## src/rtl/cnn_pkg.sv

```systemverilog
// Shared types and sizing helpers for the CNN ofmap write path.
package cnn_pkg;

    typedef enum logic [1:0] {
        IDLE  = 2'd0,
        RUN   = 2'd1,
        DRAIN = 2'd2,
        DONE  = 2'd3
    } ofmap_wr_state_e;

    // Bits needed to count 0..w*h inclusive.
    function automatic int pix_cnt_width(input int w, input int h);
        return $clog2(w * h + 1);
    endfunction

endpackage

```

## src/rtl/cnn_fifo.sv

```systemverilog
// Synchronous FIFO with registered storage; full/empty derived from wrap-bit pointers.
module cnn_fifo #(
    parameter int data_width_p = 16,
    parameter int fifo_depth_p = 4
) (
    input  logic                    clk_i,
    input  logic                    reset_i,
    input  logic                    push_i,
    input  logic [data_width_p-1:0] data_i,
    input  logic                    pop_i,
    output logic [data_width_p-1:0] data_o,
    output logic                    full_o,
    output logic                    empty_o
);

    localparam int PtrW = $clog2(fifo_depth_p);

    logic [data_width_p-1:0] mem_q [fifo_depth_p];
    logic [PtrW:0]           wr_ptr_q;
    logic [PtrW:0]           rd_ptr_q;
    logic                    push_en_s;
    logic                    pop_en_s;

    assign full_o    = (wr_ptr_q[PtrW] != rd_ptr_q[PtrW]) &&
                       (wr_ptr_q[PtrW-1:0] == rd_ptr_q[PtrW-1:0]);
    assign empty_o   = (wr_ptr_q == rd_ptr_q);
    assign push_en_s = push_i && !full_o;
    assign pop_en_s  = pop_i && !empty_o;
    assign data_o    = mem_q[rd_ptr_q[PtrW-1:0]];

    // Pointer update; reset empties the FIFO.
    always_ff @(posedge clk_i) begin
        if (reset_i) begin
            wr_ptr_q <= '0;
            rd_ptr_q <= '0;
        end else begin
            if (push_en_s) begin
                wr_ptr_q <= wr_ptr_q + (PtrW+1)'(1);
            end
            if (pop_en_s) begin
                rd_ptr_q <= rd_ptr_q + (PtrW+1)'(1);
            end
        end
    end

    // Storage write; contents are don't-care until pushed.
    always_ff @(posedge clk_i) begin
        if (push_en_s) begin
            mem_q[wr_ptr_q[PtrW-1:0]] <= data_i;
        end
    end

endmodule

```

## src/rtl/cnn_ofmap_writer.sv

```systemverilog
// Ofmap write sequencer: buffers result pixels and writes them in raster order,
// then pulses done_o for one cycle.
module cnn_ofmap_writer
    import cnn_pkg::*;
#(
    parameter int width_p      = 8,
    parameter int height_p     = 8,
    parameter int data_width_p = 16,
    parameter int addr_width_p = 16,
    parameter int fifo_depth_p = 4
) (
    input  logic                            clk_i,
    input  logic                            reset_i,
    input  logic                            start_i,
    input  logic [addr_width_p-1:0]         base_addr_i,
    input  logic                            valid_i,
    input  logic [data_width_p-1:0]         data_i,
    output logic                            ready_o,
    output logic                            we_o,
    output logic [addr_width_p-1:0]         addr_o,
    output logic [data_width_p-1:0]         wdata_o,
    input  logic                            mem_ready_i,
    output logic [$clog2(height_p):0]       row_o,
    output logic [$clog2(width_p):0]        col_o,
    output logic                            busy_o,
    output logic                            done_o
);

    localparam int CntW = pix_cnt_width(width_p, height_p);
    localparam int RowW = $clog2(height_p) + 1;
    localparam int ColW = $clog2(width_p) + 1;
    localparam int Last = width_p * height_p - 1;

    ofmap_wr_state_e         state_q, state_d;
    logic [addr_width_p-1:0] base_q, base_d;
    logic [CntW-1:0]         in_cnt_q, in_cnt_d;
    logic [CntW-1:0]         out_cnt_q, out_cnt_d;
    logic [RowW-1:0]         row_q, row_d;
    logic [ColW-1:0]         col_q, col_d;

    logic                    fifo_full_s;
    logic                    fifo_empty_s;
    logic [data_width_p-1:0] fifo_head_s;
    logic                    ready_s;
    logic                    we_s;
    logic                    accept_s;
    logic                    fire_s;

    assign busy_o   = (state_q == RUN) || (state_q == DRAIN);
    assign ready_s  = (state_q == RUN) && !fifo_full_s;
    assign we_s     = busy_o && !fifo_empty_s;
    assign accept_s = valid_i && ready_s;
    assign fire_s   = we_s && mem_ready_i;

    assign ready_o  = ready_s;
    assign we_o     = we_s;
    assign wdata_o  = we_s ? fifo_head_s : '0;
    assign addr_o   = base_q + addr_width_p'(out_cnt_q);
    assign row_o    = row_q;
    assign col_o    = col_q;
    assign done_o   = (state_q == DONE);

    cnn_fifo #(
        .data_width_p (data_width_p),
        .fifo_depth_p (fifo_depth_p)
    ) u_fifo (
        .clk_i   (clk_i),
        .reset_i (reset_i),
        .push_i  (accept_s),
        .data_i  (data_i),
        .pop_i   (fire_s),
        .data_o  (fifo_head_s),
        .full_o  (fifo_full_s),
        .empty_o (fifo_empty_s)
    );

    // Next-state: FSM transitions plus pixel/position counters.
    always_comb begin
        state_d   = state_q;
        base_d    = base_q;
        in_cnt_d  = in_cnt_q;
        out_cnt_d = out_cnt_q;
        row_d     = row_q;
        col_d     = col_q;

        if (accept_s) begin
            in_cnt_d = in_cnt_q + CntW'(1);
        end else begin
            in_cnt_d = in_cnt_q;
        end

        if (fire_s) begin
            out_cnt_d = out_cnt_q + CntW'(1);
            if (col_q == ColW'(width_p - 1)) begin
                col_d = '0;
                row_d = row_q + RowW'(1);
            end else begin
                col_d = col_q + ColW'(1);
            end
        end else begin
            out_cnt_d = out_cnt_q;
        end

        case (state_q)
            IDLE: begin
                if (start_i) begin
                    state_d   = RUN;
                    base_d    = base_addr_i;
                    in_cnt_d  = '0;
                    out_cnt_d = '0;
                    row_d     = '0;
                    col_d     = '0;
                end else begin
                    state_d = IDLE;
                end
            end
            RUN: begin
                if (accept_s && (in_cnt_q == CntW'(Last))) begin
                    state_d = DRAIN;
                end else begin
                    state_d = RUN;
                end
            end
            DRAIN: begin
                if (fire_s && (out_cnt_q == CntW'(Last))) begin
                    state_d = DONE;
                end else begin
                    state_d = DRAIN;
                end
            end
            DONE: begin
                state_d = IDLE;
            end
            default: begin
                state_d = IDLE;
            end
        endcase
    end

    // State and counter registers.
    always_ff @(posedge clk_i) begin
        if (reset_i) begin
            state_q   <= IDLE;
            base_q    <= '0;
            in_cnt_q  <= '0;
            out_cnt_q <= '0;
            row_q     <= '0;
            col_q     <= '0;
        end else begin
            state_q   <= state_d;
            base_q    <= base_d;
            in_cnt_q  <= in_cnt_d;
            out_cnt_q <= out_cnt_d;
            row_q     <= row_d;
            col_q     <= col_d;
        end
    end

endmodule

```

## config.mk

```make
export PLATFORM = sky130hd
export DESIGN_NAME = cnn_ofmap_writer
export DESIGN_NICKNAME = d
export VERILOG_FILES = /design/src/rtl/cnn_pkg.sv /design/src/rtl/cnn_fifo.sv /design/src/rtl/cnn_ofmap_writer.sv
export SDC_FILE = /design/constraint.sdc
export NUM_CORES = 1
export LEC_CHECK = 0
export BUFFER_PORTS_ARGS = -buffer_cell sky130_fd_sc_hd__buf_2
export CAP_MARGIN = 30
export CORE_MARGIN = 2
export CORE_UTILIZATION = 56
export CTS_CLUSTER_SIZE = 10
export DETAILED_ROUTE_END_ITERATION = 10
export PLACE_DENSITY = 0.79
export SLEW_MARGIN = 20
export SYNTH_ARGS = -nofsm -noshare
export SYNTH_HDL_FRONTEND = slang
export SYNTH_SLANG_ARGS = --single-unit
```

## constraint.sdc

```tcl
create_clock -name clk_i -period 2.81 [get_ports clk_i]
set_clock_uncertainty 0.05 [all_clocks]
set_input_delay 0.4215 -clock clk_i [delete_from_list [all_inputs] [get_ports clk_i]]
set_output_delay 0.4215 -clock clk_i [all_outputs]
set_load 0.03 [all_outputs]
```

## Word level (Yosys, flattened, before mapping)

Memory sizes are Yosys's and may differ from the RTL's. A register that Yosys moved wholly into a read port is not among the register bits.
Cells that the tools add are included.

- Register bits after elaboration: 46
- Bits in read-only memories: 0
- Bits in writable memories: 64
- Bits in latches: 0
- Memories: 1

Memories:

| name | depth | bits a word | read ports | clocked after Yosys merged registers in | wr ports | line | text |
|---|---|---|---|---|---|---|---|
| u_fifo.mem_q | 4 | 16 | 1 | 1 | 1 | cnn_fifo.sv:18 | `logic [data_width_p-1:0] mem_q [fifo_depth_p];` |

- $lt $le $gt $ge: 0
- Reductions and logical operators: 14
- Mux-type cells: 23
- Shift-type cells: 0
- Equal/unequal tests: 9
- Bitwise operators: 0
- Div/mod/pow operators: 0
- $mul: 0
- Add/sub/neg operators: 7

Operators by type and width:

| cell | count |
|---|---|
| $mux W7 | 6 |
| $mux W4 | 8 |
| $add A16 B7 Y16 | 1 |
| $mux W16 | 1 |
| $add A7 B1 Y7 const B | 2 |
| $eq A7 B6 Y1 const B | 2 |
| $logic_and A1 B1 Y1 | 9 |
| $add A4 B1 Y4 const B | 2 |
| $pmux W2 S4 | 1 |
| $add A3 B1 Y3 const B | 2 |
| $mux W2 | 3 |
| $eq A2 B2 Y1 const B | 2 |
| $eq A4 B3 Y1 const B | 1 |
| $mux W1 | 4 |
| $eq A3 B3 Y1 | 1 |
| $eq A2 B1 Y1 const B | 1 |
| $eq A2 B2 Y1 | 1 |
| $logic_not A1 Y1 | 2 |
| $logic_not A2 Y1 | 1 |
| $reduce_and A2 Y1 | 1 |
| $logic_or A1 B1 Y1 | 1 |
| $ne A1 B1 Y1 | 1 |

## Longest topological paths before layout

- Depth after elaboration: 8
- Gate-level depth with buffers: 8
- Gate-level depth less buffers: 7

## Modules after synthesis

From an unflattened synthesis, not the netlist that was laid out.

- Cell total of the unflattened synthesis: 430
- Area, all modules: 5167.5 um^2

Modules (own cells, without submodules):

| module | cells each | area an instance (um^2) | seq. area each (um^2) | instances |
|---|---|---|---|---|
| cnn_fifo | 152 | 2885.3 | 2082.0 | 1 |
| cnn_ofmap_writer | 278 | 2282.2 | 800.8 | 1 |

## Worst setup path before layout

No wires, ideal clock.

- Path type: reg2out
- From: reg out_cnt_q[0]
- To: out addr_o[10]
- Arrival: 2183 ps
- Path buffers: 0
- Setup slack: 156 ps
- Stages on the path, launching flop included: 7
- Path through: dfxtp_1 ha_1 fa_1 a21o_1 a221oi_1 a21oi_1 xor2_1

- Word-level cells in the longest chain between the ends: 1

Ends and longest elaborated chain:

| what | line | text |
|---|---|---|
| from (decl) | cnn_ofmap_writer.sv:37 | `logic [CntW-1:0] out_cnt_q, out_cnt_d;` |
| from (signal assigned) | cnn_ofmap_writer.sv:153 | `out_cnt_q <= out_cnt_d;` |
| $add A16 B7 Y16 | cnn_ofmap_writer.sv:58 | `assign addr_o = base_q + addr_width_p'(out_cnt_q);` |
| to (decl) | cnn_ofmap_writer.sv:20 | `output logic [addr_width_p-1:0] addr_o,` |

No other way between the ends.

## Worst setup path after layout

- From: reg out_cnt_q[0]
- To: out addr_o[8]

The elaborated chain is that of the path after synthesis.

==> reports/qor.csv <==
stage;metric;value;unit
yosys;synth top area cells;edfxtp_1, dfxtp_1, mux4_2, ha_1, nand2_1;
timing;fin crit share;1.016;
setup_path;reg2reg setup slack;0.56;ns
yosys;sequential fraction of the synthesis area;0.5861;
global_route;initial antenna violation count;0;
die;num rows;34;
placed_design;# placed instances;577;
detailed_routing;wire length per cell;15.94;um
setup_path;CP most frequent cell;buf_4;
global_route;gr ovfl total;0;
timing;final worst slack;-0.04418;ns
die;die area;9548;um^2
setup_path;RR Endpoint;u_fifo.mem_q[2][0]$_DFFE_PP_;
setup_path;Buffers & Inverters on Critical Path;2;
yosys;Yosys top cell by area;edfxtp_1;
setup_path;Critical Path Sink;addr_o[8];
timing;Final Hold Viols;0;
detailed_routing;Iteration-0 DRC Markers;159;
yosys;Yosys reg bits;112;
final_layout;non-filler cells, final;597;
setup_path;CP Capture Type;output port;
placed_design;port bufs;80;
yosys;Synth top area share;0.3907;
run;Max-Cap Viols;0;
detailed_routing;vias;3237;
die;number of top-level pins;81;
final_layout;fraction of layout cells with a size suffix above 1;0.3047;
power;combinational power share;0.091;
detailed_routing;Vias/cell;5.422;
setup_path;startpoint types;flip-flop;
run_status;status;finished, violations left;
setup_path;worst-path cell chain;ha_4, fa_2, a21o_1, a221oi_2, buf_4, nor2b_2, o21ai_2, xnor2_1, buf_4;
yosys;post-synth cell types;39;
setup_path;Worst Reg2Reg Path Length in Cells;4;
detailed_routing;Routed Antenna Nets;0;
detailed_routing;DRC violations left;0;
final_layout;final core utilization;0.6705;
setup_path;Worst Path Arrival;2.38;ns
setup_path;Critical Path Start;out_cnt_q[0]$_SDFF_PP0_;
timing;Rel. slew slack;0.5823;
placed_design;DP HPWL;6429;um
timing;Worst-Margin Slew;0.6265;ns
placed_design;GP Congestion;0.8503;
yosys;synthesized area per cell;12.42;um^2
worst_hold_path;Min-Delay Path Class;input port to flip-flop;
setup_path;worst-path fanout max;3;
final_layout;antenna cells;0;
final_layout;area delta synth->final;17.73;%
setup_path;Crit path largest cell delay;0.37;ns
setup_path;Crit Path Category;flip-flop to output port;
yosys;synth warn;0;
yosys;syn_nets;455;
global_route;first-pass GRT wire length;15780;um
cts;maximum buffer depth of the clock tree;2;
die;Starting Density;0.5695;
cts;root buf cell;clkbuf_8;
global_route;vias in the first global route;3338;
yosys;Cells after Synth;396;
global_route;GRT Resource Usage Total;0.2090;
power;power share of the clock group;0.307;
die;Die Ht;97.72;um
timing;fin crit period;2.854;ns
setup_path;slowest stage cell, crit path;dfxtp_4;
cts;CTS H-tree lvls;3;
power;worst vdd ir;238.3;uV
die;Die Width;97.72;um
run_status;failing checks;setup timing;
cts;CTS tree;built;
cts;CTS Hold Bufs;0;
cts;Worst-path clk slew;0.11;ns
timing;unrepaired setup endpoints after global routing;true;
global_route;largest net degree at the start of global routing;27;
timing;fmax;350.4;MHz
yosys;Mapped Area;4918;um^2
cts;Worst-Skew Late Latency;0.38;ns
setup_path;CP required;2.34;ns
power;Seq pwr share;0.602;
setup_path;origin of the critical flop-to-flop path;u_fifo.wr_ptr_q[1]$_SDFFE_PP0P_;
cts;CTS buffer count;9;
power;switching power;0.7580;mW
power;Power Dens Cells;512.6;nW/um^2
detailed_routing;First-pass DRT Iterations;4;
power;switch share;0.2554;
cts;Clock Sinks;112;
timing;final setup vio count;3;
die;core footprint;8636;um^2
timing;Setup TNS;-0.07252;ns
timing;Slew Viols, Final;0;
power;internal power;2.210;mW
power;Static Leak;2.338;nW
detailed_routing;final wirelength;9514;um
setup_path;Crit path max-delay family;compound AO/OA/AOI/OAI gates;
setup_path;WP depth;9;
final_layout;Final #Nets;543;
-- per-layer routing --
metal,routed length (um),share of wire,global-route usage,vias up
li1,-,-,-,1592
met1,3973,0.42,0.2546,1530
met2,4753,0.50,0.3623,96
met3,569,0.060,0.05036,19
met4,218,0.023,0.07906,0
met5,0,0,0,-
-- through the flow --
step	hold slack, ns	instance area [um^2]	worst slack [ns]	power [mW]
floorplan	0.3906	4918	0.1557	1.993
global placement	0.3978	5466	0.2019	2.077
detailed placement	0.4082	5466	0.1714	2.087
CTS	0.1784	5710	-0.02345	2.995
global route	0.1816	5791	-0.1524	3.085
finish	0.1975	5791	-0.04418	2.968
-- cells in the mapped netlist --
library cell   n
or3b_1         1
and2_1         6
and3_1        21
mux2i_1        5
a21o_1         2
nand4_2        1
a21oi_2        1
nand2_1       49
inv_1          8
xnor2_1       18
o311a_1        2
o21ai_0        5
buf_1          1
a41oi_1        1
buf_6          1
or3b_2         1
or3_1          3
fa_1           1
nand3_1        8
nor2_1        33
clkbuf_1      12
xor2_2         1
ha_1          21
nand2b_1       1
nor2b_1        3
edfxtp_1      64
nand4_1        8
buf_2          3
nor3_1         1
a31o_2         1
o2111ai_1      1
dfxtp_1       48
buf_4          1
nand2_2        1
a21oi_1       25
a221oi_1       2
xor2_1        18
mux4_2        16
nand4b_1       1
-- worst reg2reg max path, cell delays in order (launching register included) --
cell	delay [ns]
dfxtp_1	0.43
xor2_1	0.29
o311a_1	0.54
and2_1	0.38
buf_4	0.28
-- worst min path at each step --
stage                           startpoint                            end  slack (ns)  depth (start not counted)
floorplan           base_q[0]$_SDFFE_PP0P_         base_q[0]$_SDFFE_PP0P_        0.39                          2
global placement    base_q[5]$_SDFFE_PP0P_         base_q[5]$_SDFFE_PP0P_        0.40                          2
detailed placement  base_q[5]$_SDFFE_PP0P_         base_q[5]$_SDFFE_PP0P_        0.41                          2
CTS                             data_i[10]  u_fifo.mem_q[1][10]$_DFFE_PP_        0.18                          1
finish                          data_i[10]  u_fifo.mem_q[0][10]$_DFFE_PP_        0.20                          1
global route                    data_i[10]  u_fifo.mem_q[1][10]$_DFFE_PP_        0.18                          1
-- kinds of logic (layout without fill, tap and decap cells) --
logic type      after synthesis  count (layout)  synth area share
buf+inv                      26             119           0.02289
compound gates               40              40           0.04833
xor+xnor                     37              37           0.06741
simple gates                138             138            0.1343
flops                       112             112            0.5861
fa+ha+maj                    22              22           0.05749
mux                          21              21           0.08344
-- registers in the layout, indices dropped and copies added (netlist names), named ones only --
name,count
u_fifo.wr_ptr_q,3
u_fifo.mem_q,64
out_cnt_q,7
base_q,16
u_fifo.rd_ptr_q,3
row_o,4
col_o,4
state_q,1
in_cnt_q,7
-- layout make-up --
cell class / count / area [um^2]
sequential: 112 / 2895
fill: 642 / 2845
multi-input combinational: 258 / 1994
timing repair buffer: 95 / 549.3
tap: 108 / 135.1
clock buffer: 9 / 123.9
clock inverter: 7 / 62.56
inverter: 8 / 30.03
-- repair_timing --
item | 4_1_cts | 5_1_grt
pin swaps | 2 | 8
endpoints found under the setup margin | 8 | 9
buffers inserted | 1 | 3
hold endpoints to repair | 0 | 0
gates resized for setup | 17 | 16
-- power by group through the flow --
stage / combinational, mW / clock [mW] / sequential (mW)
after global placement: 0.255 / 0 / 1.82
final: 0.269 / 0.912 / 1.79
after CTS: 0.268 / 0.940 / 1.79
after global routing: 0.294 / 0.999 / 1.79
after detailed placement: 0.263 / 0 / 1.82
after floorplan: 0.174 / 0 / 1.82
-- layout by cell type, fill, tap and decap left out, drive strengths merged, types with 3 or more instances in the layout --
master,count
buf,95
edfxtp,64
nand2,50
dfxtp,48
nor2,33
a21oi,26
and3,21
ha,21
xor2,19
xnor2,18
mux4,16
inv,14
clkbuf,9
nand4,9
nand3,8
and2,6
mux2i,5
o21ai,5
or3,3
nor2b,3
No activity file was read; power rests on OpenSTA's default activity.
